$ cat src/rtl/decoder_pkg.sv
// decoder_pkg: mode encodings and FSM state type shared by the scan decoder files.
package decoder_pkg;
   localparam logic [1:0] MODE_ONEHOT = 2'b00;
   localparam logic [1:0] MODE_THERM  = 2'b01;
   localparam logic [1:0] MODE_SCAN   = 2'b10;
   typedef enum logic {IDLE, SCAN} state_t;
endpackage

$ cat src/rtl/decode_core.sv
// decode_core: combinational code to one-hot / thermometer pattern.
//   code  : W-bit code to decode
//   therm : 1 selects thermometer (bits 0..code set), 0 selects one-hot
//   pat   : N-bit decoded pattern
module decode_core #(
   parameter  int W = 3,
   localparam int N = 2**W
) (
   input  logic [W-1:0] code,
   input  logic         therm,
   output logic [N-1:0] pat
);
   for (genvar i = 0; i < N; i++) begin : g_bit
      assign pat[i] = therm ? (code >= W'(i)) : (code == W'(i));
   end
endmodule

$ cat src/rtl/scan_decoder.sv
// scan_decoder: registered one-hot / thermometer decoder with an N-beat scan mode.
//   clk, reset (async, active-low), en (global enable)
//   in_valid/in_ready/code/mode : request side
//   out_valid/out_ready/result/out_last : registered result stream
module scan_decoder
   import decoder_pkg::*;
#(
   parameter  int W = 3,
   localparam int N = 2**W
) (
   input  logic         clk,
   input  logic         reset,
   input  logic         en,
   input  logic         in_valid,
   output logic         in_ready,
   input  logic [W-1:0] code,
   input  logic [1:0]   mode,
   output logic         out_valid,
   input  logic         out_ready,
   output logic [N-1:0] result,
   output logic         out_last
);
   state_t       state_q, state_d;
   logic [W-1:0] cnt_q, cnt_d, cur_q, cur_d;
   logic [N-1:0] res_q, res_d, pat;
   logic         valid_q, valid_d, last_q, last_d;
   logic         accept, xfer, step;
   assign in_ready  = en && state_q == IDLE && (!valid_q || out_ready);
   assign accept    = in_valid && in_ready;
   assign xfer      = valid_q && out_ready;
   // next scan beat loads whenever the output slot frees up (or is already empty)
   assign step      = state_q == SCAN && en && (!valid_q || out_ready);
   assign out_valid = valid_q;
   assign result    = res_q;
   assign out_last  = last_q;
   decode_core #(.W(W)) u_core (
      .code  (accept ? code : cur_q + 1'b1),
      .therm (accept && mode == MODE_THERM),
      .pat   (pat)
   );
   always_comb begin
      state_d = state_q;
      cnt_d   = cnt_q;
      cur_d   = cur_q;
      res_d   = res_q;
      valid_d = valid_q;
      last_d  = last_q;
      if (accept) begin
         res_d   = pat;
         valid_d = 1'b1;
         cur_d   = code;
         last_d  = mode != MODE_SCAN;
         state_d = mode == MODE_SCAN ? SCAN : IDLE;
         cnt_d   = mode == MODE_SCAN ? W'(1) : '0;
      end else if (step) begin
         // counter at N-1 means this load is the N-th beat; counter wraps back to 0
         res_d   = pat;
         valid_d = 1'b1;
         cur_d   = cur_q + 1'b1;
         cnt_d   = cnt_q + 1'b1;
         last_d  = &cnt_q;
         state_d = &cnt_q ? IDLE : SCAN;
      end else if (xfer) begin
         valid_d = 1'b0;
      end
   end
   always_ff @(posedge clk or negedge reset) begin
      if (!reset) begin
         state_q <= IDLE;
         cnt_q   <= '0;
         cur_q   <= '0;
         res_q   <= '0;
         valid_q <= 1'b0;
         last_q  <= 1'b0;
      end else begin
         state_q <= state_d;
         cnt_q   <= cnt_d;
         cur_q   <= cur_d;
         res_q   <= res_d;
         valid_q <= valid_d;
         last_q  <= last_d;
      end
   end
endmodule

$ cat config.mk
export PLATFORM = sky130hd
export DESIGN_NAME = scan_decoder
export DESIGN_NICKNAME = d
export VERILOG_FILES = /design/src/rtl/decoder_pkg.sv /design/src/rtl/decode_core.sv /design/src/rtl/scan_decoder.sv
export SDC_FILE = /design/constraint.sdc
export NUM_CORES = 1
export LEC_CHECK = 0
export CAP_MARGIN = 15
export CELL_PAD_IN_SITES_DETAIL_PLACEMENT = 1
export CELL_PAD_IN_SITES_GLOBAL_PLACEMENT = 2
export CORE_MARGIN = 3
export CORE_UTILIZATION = 27
export DETAILED_ROUTE_END_ITERATION = 12
export PLACE_DENSITY_LB_ADDON = 0.25
export SLEW_MARGIN = 20
export SYNTH_ARGS = -nofsm -noshare
export SYNTH_HDL_FRONTEND = slang
export SYNTH_SLANG_ARGS = --single-unit
$ cat constraint.sdc
create_clock -name clk -period 1.9 [get_ports clk]
set_clock_uncertainty 0.1 [all_clocks]
set_input_delay 0.19 -clock clk [delete_from_list [all_inputs] [get_ports clk]]
set_output_delay 0.19 -clock clk [all_outputs]
set_load 0.05 [all_outputs]
==> results.py <==
metrics = {
    "cts": {
        "insertion_delay_ns": 0.25,
        "cts_tree": "yes",
        "cts.sinks": 17,
        "cts_setup_buffers": 0,
        "cts_max_level": 1,
        "clkTransAtPathRegs_ns": 0.07,
        "cts_buffers": 3,
        "cts_hold_buf": 0,
        "clk_path_buf_depth": 2,
        "cts-root-buf": "clkbuf_8",
    },
    "status": {
        "status": "complete, no violations",
    },
    "logic_synthesis": {
        "synth-compound-area-share_pct": 17.1,
        "synth_common_cells": "17 x dfrtp_1, 16 x nand2_1, 9 x nor2_1",
        "yosys.area.top_type": "dfrtp_1",
        "synth_adder_area_share_pct": 3.67,
        "synth.cell_area_um2": 1020,
        "avgSynthCellArea_um2": 9.05,
        "synth_cells": 113,
        "ys_seq_area_share_pct": 41.6,
        "synthDistinctLibCells": 37,
        "yosys_warnings": 0,
        "ys_ff_latch": 17,
        "synth-simple-area-share_pct": 24.5,
        "synth_edf_count": 0,
        "ys_async_sr_fraction_pct": 100,
        "synth_ff_type": "dfrtp_1",
        "synthMuxAreaShare_pct": 7.34,
        "yosysMostFrequentCell": "dfrtp_1",
        "synthTopCellsByArea": "dfrtp_1 42%, nand2_1 5.9%, o21ai_0 3.9%",
        "synth.net_count": 126,
        "yosys.area.top_type_share_pct": 41.6,
        "synthXorXnorAreaFrac_pct": 1.71,
        "synth_top_family_by_area": "simple AND/OR/NAND/NOR gates",
    },
    "setup_path": {
        "cp.arrival_ns": 1.80,
        "cpPeakStageDelay_ns": 0.58,
        "crit_path_start_kind": "input port",
        "path_cells": "clkdlybuf4s50_1, nor2_1, or3_1, buf_4, a2111o_1",
        "path_max_fanout": 5,
        "cp-end-kind": "register",
        "critical_path_class": "in -> reg",
        "worstPathRequired_ns": 1.93,
        "crit_slowest_cell": "clkdlybuf4s50_1",
    },
    "layout": {
        "instances_no_fill": 201,
        "multi_input_area_um2": 568,
        "nNetsFinal": 169,
        "drive_above_1_share_pct": 23.9,
        "synthToLayoutAreaGrowth_pct": 48.6,
        "nFillCells": 413,
        "regArea_um2": 427,
        "num_antenna_cells": 0,
        "postLayoutCellArea_um2": 1520,
    },
    "timing": {
        "rsz0062_at_grt": "no",
        "setup_viol": 0,
        "max_freq_mhz": 563,
        "relSlewSlack_pct": 66.6,
        "setup_ws_ns": 0.125,
        "finalHoldViolations": 0,
        "fin_crit_sh_pct": 93.4,
        "worst_pin_slew_ns": 0.499,
        "maxSlewViolCount": 0,
        "period_needed_ns": 1.78,
    },
    "placement": {
        "pre_cts_ws_ns": -0.149,
        "port_buffers": 20,
        "gp_congestion": 0.790,
        "numPlacedInstances": 197,
        "dpl.hpwl_um": 2360,
        "placed_area_um2": 1470,
    },
    "drt": {
        "drt_iter0_drc": 22,
        "drtAntennaViolNets": 0,
        "routedWlPerCell_um": 14.4,
        "routed-via-count": 979,
        "drtPass1Iterations": 2,
        "drc_errors": 0,
        "vias_per_cell": 4.87,
        "wl_um": 2900,
    },
    "power": {
        "vdd_drop_max_mv": 0.386,
        "p_leak_nw": 0.683,
        "powerDensity_nw_per_um2": 1500,
    },
    "floorplanning": {
        "rows": 21,
        "fp.dieH_um": 67.5,
        "start_util_pct": 29.3,
        "die_area_um2": 4560,
        "core_area_um2": 3490,
        "die_x_um": 67.5,
        "ios": 21,
    },
    "job": {
        "cap_violations": 0,
    },
    "global_route": {
        "grt_first_pass_wirelength_um": 5020,
        "first_global_vias": 1104,
        "antenna_found_initial": 0,
        "gr-usage-all-layers_pct": 14.7,
        "grt_max_degree": 18,
        "gr-total-overflow": 0,
    },
    "worst_hold_path": {
        "min_path_type": "in -> async",
    },
}
-- critical path, delay by kind of cell --
kind	cells	cell delay [ns]
buffers and inverters	2	0.75
and+or+nand+nor	2	0.48
AOI/OAI and AO/OA	1	0.40
-- state kept, by name (all words and copies together), names as in the netlist --
register,flops
out_valid,1
cnt_q,3
out_last,1
state_q,1
cur_q,3
result,8
-- path summary, 6_finish.rpt --
path	from	to	slack, ns	cells after the start
worst max-delay path	in_valid	result[1]$_DFFE_PN0P_	0.12	5
worst min-delay path	reset	result[5]$_DFFE_PN0P_	0.18	2
worst max register to register	cur_q[0]$_DFFE_PN0P_	result[5]$_DFFE_PN0P_	0.14	6
worst min register to register	result[0]$_DFFE_PN0P_	result[0]$_DFFE_PN0P_	0.40	2
max in group asynchronous	reset	out_valid$_DFFE_PN0P_	1.31	2
min in group clk	result[0]$_DFFE_PN0P_	result[0]$_DFFE_PN0P_	0.40	2
-- cell families after synthesis --
| kind of cell | count (synthesis) |
|---|---|
| mux | 7 |
| fa+ha+maj | 3 |
| flops | 17 |
| xor+xnor | 2 |
| buf+inv | 10 |
| simple gates | 48 |
| compound gates | 26 |
-- where the power goes --
part           total (mW)  internal, mW  switching [mW]
Sequential          0.633         0.515           0.118
Clock               0.270         0.148           0.121
Combinational        1.38         0.620           0.760
Total                2.28          1.28           0.999
-- through the flow --
| step | utilization [%] | setup TNS (ns) | hold slack, ns | power (mW) |
|---|---|---|---|---|
| detailed placement | 42.0 | -1.34 | 0.385 | 2.04 |
| floorplan | - | 0 | -0.206 | 1.44 |
| CTS | 43.3 | 0 | 0.182 | 2.32 |
| global route | 43.5 | 0 | 0.191 | 2.48 |
| finish | 43.5 | 0 | 0.178 | 2.28 |
| global placement | 42.0 | -0.624 | 0.370 | 1.99 |
-- metal layers --
layer | vias to the layer above | share of wire, % | global-route usage, %
li1 | 494 | - | -
met1 | 470 | 43 | 17.8
met2 | 13 | 53 | 25.9
met3 | 2 | 3.6 | 3.00
met4 | 0 | 0.73 | 4.30
met5 | - | 0 | 0
-- cells in the final DEF (no fill, tap or decap), types with 2 or more instances in the layout --
cell,n
inv_1,3
nor2b_1,4
buf_12,2
nand3_1,3
o21ai_1,2
nand2_1,16
nor2_1,9
buf_4,24
o31ai_1,2
o21ai_0,8
mux2_2,3
nor4_1,4
clkbuf_8,3
mux2i_1,3
nand2b_1,2
a21oi_1,3
nor3_1,2
ha_1,3
clkdlybuf4s50_1,19
dfrtp_1,16
a32o_1,2
-- cell type report --
class | count | area share [%]
multi-input cells | 86 | 37.4
inverters | 3 | 0.741
well taps | 46 | 3.79
repair buffers | 45 | 27.0
flip-flops and latches | 17 | 28.1
clock buffers | 4 | 2.97
-- timing repair --
item | CTS | global route
endpoints found under the hold margin | 0 | 0
gates resized for setup | 0 | 1
endpoints found under the setup margin | 0 | 2
Power figures use the tool's default switching activity.
